**src/rtl/bias_loader_pkg.sv**
```systemverilog
// Shared types and constants for the bias SRAM write-side loader.
package bias_pkg;

    typedef enum logic [2:0] {
        IDLE,
        LOAD,
        PAD,
        FLUSH,
        DONE
    } bias_ld_state_t;

    localparam int BIAS_LANES  = 8;
    localparam int BIAS_WORD_W = 32;

endpackage

```
**src/rtl/bias_loader_if.sv**
```systemverilog
// Stream-in / SRAM-write-out bundle of the bias loader.
// master: the loader (consumes the stream, drives the SRAM write port).
// slave : the DMA/SRAM side.
interface bias_loader_if
    import bias_pkg::*;
#(
    parameter int ADDR_BIT = 7
);
    logic                   s_valid;
    logic [BIAS_WORD_W-1:0] s_data;
    logic                   s_ready;
    logic                   sram_WE;
    logic [ADDR_BIT-1:0]    sram_ADDR;
    logic [BIAS_WORD_W-1:0] sram_DI;

    modport master (
        input  s_valid, s_data,
        output s_ready, sram_WE, sram_ADDR, sram_DI
    );

    modport slave (
        output s_valid, s_data,
        input  s_ready, sram_WE, sram_ADDR, sram_DI
    );
endinterface

```
**src/rtl/bias_loader_addr_gen.sv**
```systemverilog
// Address generator for the bias loader: latched base/word count, running
// index, modulo-2**ADDR_BIT write address and tail flags.
// last_word    : the current index is the final stream word (idx == num-1).
// lane_aligned : the index after the current write is a multiple of LANES.
module bias_addr_gen
    import bias_pkg::*;
#(
    parameter int ADDR_BIT = 7,
    parameter int LANES    = BIAS_LANES
) (
    input  logic                CLK,
    input  logic                RST_N,
    input  logic                load,
    input  logic [ADDR_BIT-1:0] base_in,
    input  logic [ADDR_BIT:0]   num_in,
    input  logic                step,
    output logic [ADDR_BIT-1:0] addr,
    output logic                last_word,
    output logic                lane_aligned
);
    localparam logic [ADDR_BIT:0] LANE_MASK = (ADDR_BIT+1)'(LANES - 1);

    logic [ADDR_BIT-1:0] base_q;
    logic [ADDR_BIT:0]   num_q;
    logic [ADDR_BIT:0]   idx_q;
    logic [ADDR_BIT:0]   idx_inc;

    // Latch base/count on an accepted start; advance the index per write.
    always_ff @(posedge CLK or negedge RST_N) begin
        if (!RST_N) begin
            base_q <= '0;
            num_q  <= '0;
            idx_q  <= '0;
        end else if (load) begin
            base_q <= base_in;
            num_q  <= num_in;
            idx_q  <= '0;
        end else if (step) begin
            idx_q  <= idx_inc;
        end
    end

    assign idx_inc      = idx_q + 1'b1;
    assign addr         = base_q + idx_q[ADDR_BIT-1:0];
    assign last_word    = (idx_inc == num_q);
    assign lane_aligned = ((idx_inc & LANE_MASK) == '0);

endmodule

```
**src/rtl/bias_loader.sv**
```systemverilog
// Bias SRAM write-side front end: accepts a valid/ready stream of bias words
// and writes them one per cycle to consecutive SRAM addresses from a base.
// Optional macro BIAS_LOADER_PAD_EN: zero-fill the tail up to a LANES boundary.
module bias_loader
    import bias_pkg::*;
#(
    parameter int ADDR_BIT = 7,
    parameter int LANES    = BIAS_LANES
) (
    input  logic                CLK,
    input  logic                RST_N,
    input  logic                start,
    input  logic [ADDR_BIT-1:0] base_addr,
    input  logic [ADDR_BIT:0]   num_words,
    bias_loader_if.master       bus,
    output logic                busy,
    output logic                done
);
    bias_ld_state_t      state_q, state_d;
    logic                rdy;
    logic                wr;
    logic                wr_pad;
    logic                step;
    logic                load;
    logic [ADDR_BIT-1:0] addr;
    logic                last_word;
    logic                lane_aligned;

    bias_addr_gen #(
        .ADDR_BIT(ADDR_BIT),
        .LANES   (LANES)
    ) u_addr_gen (
        .CLK         (CLK),
        .RST_N       (RST_N),
        .load        (load),
        .base_in     (base_addr),
        .num_in      (num_words),
        .step        (step),
        .addr        (addr),
        .last_word   (last_word),
        .lane_aligned(lane_aligned)
    );

`ifndef BIAS_LOADER_PAD_EN
    logic unused_lane_aligned;
    assign unused_lane_aligned = lane_aligned;
`endif

    // State register.
    always_ff @(posedge CLK or negedge RST_N) begin
        if (!RST_N) state_q <= IDLE;
        else        state_q <= state_d;
    end

    // Next-state and per-state controls.
    always_comb begin
        state_d = state_q;
        rdy     = 1'b0;
        busy    = 1'b0;
        done    = 1'b0;
        wr      = 1'b0;
        wr_pad  = 1'b0;
        step    = 1'b0;
        load    = 1'b0;
        case (state_q)
            IDLE: begin
                if (start) begin
                    load    = 1'b1;
                    state_d = (num_words == '0) ? DONE : LOAD;
                end
            end
            LOAD: begin
                busy = 1'b1;
                rdy  = 1'b1;
                if (bus.s_valid) begin
                    wr   = 1'b1;
                    step = 1'b1;
                    if (last_word) begin
`ifdef BIAS_LOADER_PAD_EN
                        state_d = lane_aligned ? FLUSH : PAD;
`else
                        state_d = FLUSH;
`endif
                    end
                end
            end
`ifdef BIAS_LOADER_PAD_EN
            PAD: begin
                busy   = 1'b1;
                wr     = 1'b1;
                wr_pad = 1'b1;
                step   = 1'b1;
                if (lane_aligned) state_d = FLUSH;
            end
`endif
            FLUSH: begin
                busy    = 1'b1;
                state_d = DONE;
            end
            DONE: begin
                done    = 1'b1;
                state_d = IDLE;
            end
            default: state_d = IDLE;
        endcase
    end

    assign bus.s_ready = rdy;

    // Registered SRAM write port; address/data hold when no write is issued.
    always_ff @(posedge CLK or negedge RST_N) begin
        if (!RST_N) begin
            bus.sram_WE   <= 1'b0;
            bus.sram_ADDR <= '0;
            bus.sram_DI   <= '0;
        end else begin
            bus.sram_WE <= wr;
            if (wr) begin
                bus.sram_ADDR <= addr;
                bus.sram_DI   <= wr_pad ? '0 : bus.s_data;
            end
        end
    end

endmodule

```
**src/flat_wrapper.sv**
```systemverilog
// flat-port wrapper written by rule: the top's interface ports become plain ports
module bias_loader_flat import bias_pkg::*;
#(
    parameter int ADDR_BIT = 7,
    parameter int LANES    = BIAS_LANES
)
  (CLK, RST_N, start, base_addr, num_words, busy, done, bus_s_valid, bus_s_data, bus_s_ready, bus_sram_WE, bus_sram_ADDR, bus_sram_DI);
  bias_loader_if #(.ADDR_BIT(ADDR_BIT)) bus_i ();
  input  logic CLK;
  input  logic RST_N;
  input  logic start;
  input  logic [ADDR_BIT-1:0] base_addr;
  input  logic [ADDR_BIT:0] num_words;
  output logic busy;
  output logic done;
  input wire logic [$bits(bus_i.s_valid)-1:0] bus_s_valid;
  input wire logic [$bits(bus_i.s_data)-1:0] bus_s_data;
  output wire logic [$bits(bus_i.s_ready)-1:0] bus_s_ready;
  output wire logic [$bits(bus_i.sram_WE)-1:0] bus_sram_WE;
  output wire logic [$bits(bus_i.sram_ADDR)-1:0] bus_sram_ADDR;
  output wire logic [$bits(bus_i.sram_DI)-1:0] bus_sram_DI;
  assign bus_i.s_valid = bus_s_valid;
  assign bus_i.s_data = bus_s_data;
  assign bus_s_ready = bus_i.s_ready;
  assign bus_sram_WE = bus_i.sram_WE;
  assign bus_sram_ADDR = bus_i.sram_ADDR;
  assign bus_sram_DI = bus_i.sram_DI;
  bias_loader #(.ADDR_BIT(ADDR_BIT), .LANES(LANES)) u_core (.CLK(CLK), .RST_N(RST_N), .start(start), .base_addr(base_addr), .num_words(num_words), .bus(bus_i), .busy(busy), .done(done));
endmodule
```
**config.mk**
```make
export PLATFORM = sky130hd
export DESIGN_NAME = bias_loader_flat
export DESIGN_NICKNAME = d
export VERILOG_FILES = /design/src/rtl/bias_loader_pkg.sv /design/src/rtl/bias_loader_if.sv /design/src/rtl/bias_loader_addr_gen.sv /design/src/rtl/bias_loader.sv /design/src/flat_wrapper.sv
export SDC_FILE = /design/constraint.sdc
export NUM_CORES = 1
export LEC_CHECK = 0
export BUFFER_PORTS_ARGS = -buffer_cell sky130_fd_sc_hd__buf_2
export CAP_MARGIN = 20
export CELL_PAD_IN_SITES_DETAIL_PLACEMENT = 1
export CELL_PAD_IN_SITES_GLOBAL_PLACEMENT = 1
export CORE_MARGIN = 4
export CORE_UTILIZATION = 34
export CTS_BUF_LIST = sky130_fd_sc_hd__clkbuf_16
export DETAILED_ROUTE_END_ITERATION = 10
export GPL_ROUTABILITY_DRIVEN = 0
export GPL_TIMING_DRIVEN = 1
export PLACE_DENSITY_LB_ADDON = 0.05
export SKIP_CTS_REPAIR_TIMING = 1
export SYNTH_ARGS = -nofsm -noshare
export SYNTH_HDL_FRONTEND = slang
export SYNTH_SLANG_ARGS = --single-unit
```
**constraint.sdc**
```tcl
create_clock -name CLK -period 1.8 [get_ports CLK]
set_clock_uncertainty 0.1 [all_clocks]
set_input_delay 0.27 -clock CLK [delete_from_list [all_inputs] [get_ports CLK]]
set_output_delay 0.27 -clock CLK [all_outputs]
set_load 0.01 [all_outputs]
```
* After elaboration in Yosys (flattened, before gate mapping)
Cells that the tools add are included.
** Operators by class
- Add/sub/neg operators :: 2
- Equality and inequality tests :: 7
- Mux-type cells :: 14
- Reductions and logical operators :: 5
** Operators by type and width (count)
- $mux 8 :: 2
- $mux 3 :: 4
- $pmux 3 s3 :: 1
- $add 8x1->8 const B :: 1
- $eq 8x8->1 :: 1
- $logic_not 8->1 :: 1
- $add 7x7->7 :: 1
- $mux 1 :: 7
- $ne 2x2->1 const B :: 2
- $eq 3x1->1 const B :: 1
- $eq 3x2->1 const B :: 1
- $eq 3x3->1 const B :: 1
- $logic_not 3->1 :: 1
- $reduce_and 3->1 :: 1
- $ne 2x1->1 const B :: 1
- $reduce_bool 2->1 :: 1
- $reduce_or 2->1 :: 1
** Word-level totals
- Bits in registers :: 66
- Input port bits :: 51
- Output and inout bits :: 43
- Word-level logic and storage cells :: 35

* Logic depth before layout (Yosys ltp)
Gate-level depths: netlist (run 1).
- Word-level depth :: 5
- Depth in mapped cells :: 8
- Mapped depth without buffers :: 8

* Modules after synthesis
A second synthesis (run 1) with hierarchy kept.
** Unflattened totals
- Cell total of the unflattened synthesis :: 234
- Area, all modules :: 3296.9 um^2
** Modules (own cells, without submodules)
- bias_loader :: times used 1, cells an instance 99, area each 1839.3 um^2, sequential area each 1076.0 um^2
- bias_addr_gen :: times used 1, cells an instance 135, area each 1457.6 um^2, sequential area each 575.6 um^2

* Least setup slack after synthesis (run 1)
OpenSTA, ideal clock, no wires.
- Path kind :: register -> register
- Start :: register u_core.u_addr_gen.idx_q[0]
- End :: register u_core.bus.sram_ADDR[6]
- Setup time :: 0.083 ns
- Data arrival time :: 1.664 ns
- Required time :: 1.617 ns
- Path slack :: -0.046 ns
- Cell stages (with the launch flop) :: 9
- Buffers on the path :: 0
- Clock period less this slack :: 1.846 ns
- Cells stage by stage :: dfrtp_1 ha_1 inv_1 fa_1 nand2b_1 a21oi_1 o22ai_1 xnor2_1 o21ai_0
** On the way
- Longest elaborated chain between the ends :: 1
** Ends and longest elaborated chain
- start: declaration :: line bias_loader_addr_gen.sv:25 : logic [ADDR_BIT:0] idx_q;
- start signal: assignment :: line bias_loader_addr_gen.sv:39 : idx_q <= idx_inc;
- $add 7x7->7 :: line bias_loader_addr_gen.sv:44 : assign addr = base_q + idx_q[ADDR_BIT-1:0];
- end signal: assignment :: line bias_loader.sv:119 : bus.sram_ADDR <= addr;
- end: declaration :: line bias_loader_if.sv:18 : output s_ready, sram_WE, sram_ADDR, sram_DI
Every way passes these cells.
A chain may end at the register's enable or synchronous reset.

* Worst setup path after layout (run 1)
- Start :: register u_core.u_addr_gen.idx_q[1]
- End :: register u_core.bus.sram_ADDR[6]
Same word-level chain as after synthesis.

==> results of run 1 <==
[sequential cells by signal, indices dropped and copies added (netlist names)]
register,cells
u_core.u_addr_gen.num_q,8
u_core.bus.sram_WE,1
u_core.u_addr_gen.idx_q,8
u_core.u_addr_gen.base_q,7
u_core.bus.sram_ADDR,7
u_core.state_q,3
u_core.bus.sram_DI,32
[worst max path at each step]
stage | startpoint | to | slack (ns)
2_1_floorplan | u_core.u_addr_gen.idx_q[0] | u_core.bus.sram_ADDR[6] | -0.01
3_3_place_gp | u_core.u_addr_gen.idx_q[0] | u_core.bus.sram_ADDR[6] | 0.02
3_5_place_dp | u_core.u_addr_gen.base_q[0] | u_core.bus.sram_ADDR[6] | -0.01
4_1_cts | u_core.u_addr_gen.base_q[0] | u_core.bus.sram_ADDR[6] | -0.03
5_1_grt | u_core.u_addr_gen.base_q[0] | u_core.bus.sram_ADDR[6] | -0.07
6_report | u_core.u_addr_gen.idx_q[1] | u_core.bus.sram_ADDR[6] | 0.04
[power by group through the flow]
stage          clock (mW)  sequential, mW  combinational (mW)
6_report             1.54            2.26                2.10
5_1_grt              1.65            2.33                2.38
4_1_cts              1.59            2.26                2.06
3_5_place_dp            0            2.28                2.04
3_3_place_gp            0            2.26                2.00
2_1_floorplan           0            2.35                1.18
[worst max-delay path, cell delays in order, from the launching register on]
cell and delay [ns]:
dfrtp_1 0.46, inv_1 0.11, fa_2 0.37, nand2b_4 0.16
a21oi_4 0.13, o22ai_2 0.09, xnor2_1 0.14, o21ai_1 0.07
[final cells by class]
| class | count | area share |
|---|---|---|
| Tap cell | 105 | 0.0326 |
| Clock inverter | 7 | 0.00932 |
| Inverter | 7 | 0.00652 |
| Multi-Input combinational cell | 224 | 0.325 |
| Sequential cell | 66 | 0.410 |
| Clock buffer | 9 | 0.0559 |
| Timing Repair Buffer | 112 | 0.161 |
[Yosys cell counts (2+ instances only)]
cell type / count
nand2_1: 117
dfrtp_1: 66
o21ai_0: 17
mux2_2: 13
nor2_1: 12
xnor2_1: 9
clkbuf_1: 8
ha_1: 7
a21oi_1: 6
buf_2: 6
inv_1: 6
xor2_1: 6
nand3_1: 4
o21ai_1: 4
and3_1: 3
o31ai_1: 3
mux2i_1: 2
o22ai_1: 2
or4_1: 2
[per-stage QoR]
stage           util  power (mW)  setup TNS, ns  std cells
6_report       0.481        5.90              0        530
5_1_grt        0.481        6.36        -0.0962        530
4_1_cts        0.473        5.91        -0.0327        529
3_5_place_dp   0.442        4.31        -0.0129        513
3_3_place_gp   0.442        4.25              0        513
2_1_floorplan      -        3.53        -0.0122        311
[cell families (layout without fill, tap and decap cells)]
logic type	after synthesis	after routing	share of synthesized area
adders and majority gates	8	8	0.0360
and+or+nand+nor	148	148	0.208
AOI/OAI and AO/OA	38	38	0.0750
xor gates and xnor gates	15	15	0.0440
muxes	15	15	0.0557
DFF	66	66	0.553
buffers and inverters	21	135	0.0289
[routing by layer]
layer,part of all wire,up-vias,GRT usage
li1,-,1227,-
met4,0.019,0,0.0706
met2,0.48,65,0.275
met3,0.065,12,0.0489
met1,0.44,1192,0.199
met5,0,-,0
==> metrics.yaml, run 1 <==
outcome:
  status: "completed"
routing:
  wl_per_cell_um: 14.9
  routed_wirelength_mm: 7.92
  dr.pass1.iters: 4
  drc: 0
  vias: 2496
  via_per_inst: 4.71
  ant_nets: 0
  drtIter0Drc: 69
sta:
  rsz0062_at_grt: "true"
  max_slew_margin: 0.633
  worst_pin_slew_ns: 0.549
  setup_violations: 0
  hold_violations: 0
  finalWorstSetupSlack_ns: 0.0442
  finalMaxSlewViolations: 0
  period_share: 0.975
  hold-worst-slack_ns: 0.0294
  min_period_ns: 1.76
  max_freq_mhz: 570
synthesis:
  synth_edf_count: 0
  ys.warnings.count: 0
  syn_nets: 370
  ys_seq_elements: 66
  ys.flop_type: "dfrtp_1"
  syn_area_per_cell_um2: 9.61
  async_flop_share: 1.00
  yosys-top-cells-area: "dfrtp_1, nand2_1, mux2_2, ha_1, o21ai_0"
  netlist_area_um2: 2990
  synth_cell_types: 37
  synth_area_leader_cell: "dfrtp_1"
  seq_area_frac_synth: 0.553
  netlist_instances: 311
  yosysTopAreaCellShare: 0.553
placement:
  port_buffers: 93
  place_area_um2: 3700
  place_ws_ns: -0.0129
  dp_hpwl_mm: 5.62
worst_setup_path:
  worst-setup-path-type: "reg -> reg"
  critPathCaptureType: "flip-flop"
  regToRegEndpoint: "u_core.bus.sram_ADDR[6]"
  path_max_fanout: 5
  r2r_slack_ns: 0.04
  crit_required_ns: 1.90
  arrival_ns: 1.86
  cp-start-kind: "flip-flop"
  worst_r2r_path_depth: 7
  worstReg2RegStart: "u_core.u_addr_gen.idx_q[1]"
finish:
  regArea_um2: 1650
  fillers: 992
  drive_gt1_frac: 0.365
  mostFrequentLayoutCells: "nand2_1, buf_2, dfrtp_1"
  finish.instance_area_um2: 4030
  diodes: 0
  area_growth_pct: 34.8
  final_nets: 479
  multi_input_area_um2: 1310
  final_common_cell: "nand2_1"
min_path:
  min_to: "u_core.bus.sram_DI[26]"
  hp-start: "bus_s_data[26]"
  worst_hold_path.num_cells: 3
  hp-class: "in -> reg"
floorplanning:
  die_area_um2: 10400
  core_area_um2: 8380
  start_util: 0.356
  io_pins: 94
  die_h_um: 102
  rows: 33
  fp.dieW_um: 102
pwr:
  p_sw_mw: 2.05
  seqPwrFrac: 0.383
  power.density_nw_per_um2: 1460
  p_leak_nw: 2.08
  clockPowerShare: 0.261
  ir_worst_vdd_mv: 0.480
  power.share.switching: 0.347
  p_int_mw: 3.85
  combPwrFrac: 0.356
flow_run:
  drv_cap: 0
global_route:
  grt-ovfl-total: 0
  grt_pass1_wl_mm: 13.3
  grt_usage: 0.165
  grt_pass1_vias: 2777
  grt_max_degree: 39
  grt_antenna_before_repair: 0
cts:
  clockBufferDepth: 2
  cts_sinks: 66
  cts_tree: "done"
  clk_pin_slew_ns: 0.06
  clock-root-buffer: "clkbuf_16"
  clock_latency_ns: 0.33
  htree_levels: 3
  cts_buffers: 9
Note: power is estimated with default switching activity, not from simulation.
==> inputs of run 2 (changes only) <==
--- a/config.mk
+++ b/config.mk
@@ -5,6 +5,7 @@
 export SDC_FILE = /design/constraint.sdc
 export NUM_CORES = 1
 export LEC_CHECK = 0
+export ABC_AREA = 1
 export BUFFER_PORTS_ARGS = -buffer_cell sky130_fd_sc_hd__buf_2
 export CAP_MARGIN = 20
 export CELL_PAD_IN_SITES_DETAIL_PLACEMENT = 1
==> metrics.yaml, run 2 <==
outcome:
  status: "finished, violations left"
  violations: "negative setup slack"
cts:
  htree_levels: 3  # unchanged
  cts_tree: "done"
  clockBufferDepth: 2  # unchanged
  clock-root-buffer: "clkbuf_16"
  cts_sinks: 66  # unchanged
  clock_latency_ns: 0.33  # about the same
  clk_pin_slew_ns: 0.06  # about the same
  cts_buffers: 9  # unchanged
synthesis:
  synth_compound_area_frac: 0.0512  # -0.0237
  netlist_area_um2: 3130  # +4.6%
  synth_cell_types: 32  # -14%
  yosys-top-cells-area: "dfrtp_1, nand2_1, inv_1, nand3_1, ha_1"
  synth-simple-area-share: 0.297  # +0.0892
  yosysTopAreaCellShare: 0.528  # -0.0246
  synth_area_leader_cell: "dfrtp_1"
  synth.area.mux_share: 0.0216  # -0.0341
  seq_area_frac_synth: 0.528  # -0.0246
  netlist_instances: 369  # +19%
  yosys.area_share.xor_xnor: 0.00840  # -0.0356
  synth_top_family_by_area: "simple AND/OR/NAND/NOR gates"
  yosysMostFrequentCell: "nand2_1"
  yosys-top-cells-count: "nand2_1, dfrtp_1, inv_1, nand3_1, o21ai_0"
  syn_nets: 428  # +16%
  synth_adder_area_share: 0.0344  # -0.00160
  ys.warnings.count: 0  # unchanged
  ys.flop_type: "dfrtp_1"
  syn_area_per_cell_um2: 8.47  # -12%
  ys_seq_elements: 66  # unchanged
  async_flop_share: 1.00  # unchanged
  synth_edf_count: 0  # unchanged
finish:
  area_growth_pct: 34.3
  drive_gt1_frac: 0.329  # -0.0355
  largest_register: "u_core.bus.sram_DI"
  final_nets: 537  # +12%
  fin_util: 0.475  # -0.00597
  fillers: 1100  # +11%
  reg.largest.list: "u_core.bus.sram_DI x32, u_core.u_addr_gen.idx_q x8, u_core.u_addr_gen.num_q x8"
  final_common_cell: "nand2_1"
  fin_cells: 591  # +12%
  mostFrequentLayoutCells: "nand2_1, buf_2, dfrtp_1"
  diodes: 0  # unchanged
  largest_register_ffs: 32  # unchanged
placement:
  port_buffers: 93  # unchanged
  dp_hpwl_mm: 5.92  # +5.3%
  place_inst: 573  # +12%
pwr:
  p_leak_nw: 2.29  # +10%
  ir_worst_vdd_mv: 0.486  # +1.2%
  clockPowerShare: 0.338  # +0.077
  power.density_nw_per_um2: 1330  # -9.5%
  combPwrFrac: 0.310  # -0.046
  p_int_mw: 3.70  # -3.9%
  seqPwrFrac: 0.352  # -0.031
  p_sw_mw: 1.86  # -8.9%
  power.share.switching: 0.335  # -0.0121
  fin_total_pwr_mw: 5.57  # -5.6%
worst_setup_path:
  cp_common_cell: "nand2_1"
  critPathTopFamily: "adder cells"
  path_max_fanout: 3  # -2
  critPathBufInv: 1  # unchanged
  cp_slowest_stage_delay_ns: 0.40  # -0.06 ns
  cp-start-kind: "flip-flop"
  worst-setup-path-type: "reg -> reg"
  critPathCaptureType: "flip-flop"
  path_cells: "ha_4, inv_2, fa_2, o21ai_2, nand2_1, nand2_1, a21oi_2, or2_4, nand3_2, nand2_1"
  worst_r2r_path_depth: 10  # +3
  arrival_ns: 1.95  # +0.09 ns
  slowest_stage: "dfrtp_2"
  cp.depth: 10  # +3
  crit_required_ns: 1.92  # +0.02 ns
sta:
  rsz0062_at_grt: "true"
  setup_violations: 1  # +1
  finalWorstSetupSlack_ns: -0.0295  # -0.0737 ns
  max_slew_margin: 0.733  # +0.100
  finalMaxSlewViolations: 0  # unchanged
  min_period_ns: 1.83  # +0.0737 ns
  period_share: 1.02  # +0.0409
  hold_violations: 0  # unchanged
  max_freq_mhz: 547  # -4.0%
  setup_tns_ns: -0.0295  # -0.0295 ns
  worst_pin_slew_ns: 0.400  # -0.149 ns
global_route:
  grt-ovfl-total: 0  # unchanged
  grt_usage: 0.161  # -0.00382
  grt_antenna_before_repair: 0  # unchanged
  grt_pass1_vias: 2998  # +8.0%
  grt_max_degree: 67  # +72%
  grt_pass1_wl_mm: 14.2  # +7.2%
floorplanning:
  start_util: 0.353  # -0.00311
  io_pins: 94  # unchanged
  die_area_um2: 10800  # +4.3%
  core_area_um2: 8850  # +5.6%
  rows: 34  # +3.0%
  fp.dieW_um: 104  # +2.1%
  die_h_um: 104  # +2.1%
routing:
  drc: 0  # unchanged
  drtIter0Drc: 82  # +19%
  routed_wirelength_mm: 8.23  # +3.9%
  wl_per_cell_um: 13.9  # -6.8%
  vias: 2790  # +12%
  dr.pass1.iters: 4  # unchanged
  ant_nets: 0  # unchanged
  via_per_inst: 4.72  # +0.24%
flow_run:
  drv_cap: 0  # unchanged
min_path:
  hp-class: "in -> reg"
  worst_hold_path.num_cells: 3  # unchanged
## run 2: changes by cell type after synthesis, sizes merged, moves of 3 or more
cell,change
and3,-3
buf,+4
clkbuf,-7
inv,+27
mux2,-7
nand2,+40
nand3,+22
nor2,+5
o21ai,-4
o31ai,-3
xnor2,-7
xor2,-5
## run 2: layout make-up
cell class / count / area, um2 / share of cell area
Tap cell: 108 / 135 / 0.0322
Multi-Input combinational cell: 257 / 1350 / 0.321
Clock inverter: 7 / 93.8 / 0.0223
Inverter: 35 / 131 / 0.0313
Clock buffer: 9 / 225 / 0.0536
Sequential cell: 66 / 1650 / 0.394
Timing Repair Buffer: 109 / 613 / 0.146
## run 2: worst paths after layout
path / startpoint / to / slack (ns)
worst max-delay path: u_core.u_addr_gen.idx_q[0] / u_core.bus.sram_ADDR[6] / -0.03
worst min-delay path: bus_s_data[30] / u_core.bus.sram_DI[30] / 0.03
worst max register to register: u_core.u_addr_gen.idx_q[0] / u_core.bus.sram_ADDR[6] / -0.03
worst min register to register: u_core.bus.sram_DI[23] / u_core.bus.sram_DI[23] / 0.37
max in group asynchronous: RST_N / u_core.u_addr_gen.idx_q[0] / 0.90
min in group asynchronous: RST_N / u_core.u_addr_gen.num_q[7] / 0.39
## run 2: power groups by stage
stage / registers, mW / logic (mW) / clock network (mW)
3_5_place_dp: 1.98 / 1.68 / 0
2_1_floorplan: 2.08 / 0.899 / 0
5_1_grt: 2.00 / 1.96 / 2.00
3_3_place_gp: 1.98 / 1.65 / 0
4_1_cts: 1.96 / 1.71 / 1.92
6_report: 1.96 / 1.72 / 1.88
## run 2: worst reg2reg max path: stages, from the launching register on
cell,delay (ns)
dfrtp_2,0.40
ha_4,0.15
inv_2,0.03
fa_2,0.35
o21ai_2,0.16
nand2_1,0.08
nand2_1,0.07
a21oi_2,0.06
or2_4,0.22
nand3_2,0.05
nand2_1,0.05
## run 2: cells by family after synthesis
| kind of cell | count (synthesis) |
|---|---|
| AOI/OAI and AO/OA | 30 |
| buffers and inverters | 46 |
| muxes | 6 |
| xor gates and xnor gates | 3 |
| DFF | 66 |
| and+or+nand+nor | 210 |
| adders and majority gates | 8 |
## run 2: layer usage
metal	vias to the layer above	wire, um	track usage
li1	1376	-	-
met1	1336	3770	0.213
met2	70	3820	0.252
met3	8	551	0.0478
met4	0	85	0.0589
met5	-	0	0
## run 2: stage by stage
step	hold WS (ns)	setup slack, ns	area (um2)
after detailed placement	0.226	-0.0285	3830
after global routing	0.0318	-0.139	4200
final	0.0334	-0.0295	4200
after CTS	-0.121	-0.0436	4150
after floorplan	-0.126	-0.0140	3160
after global placement	0.224	-0.000180	3830
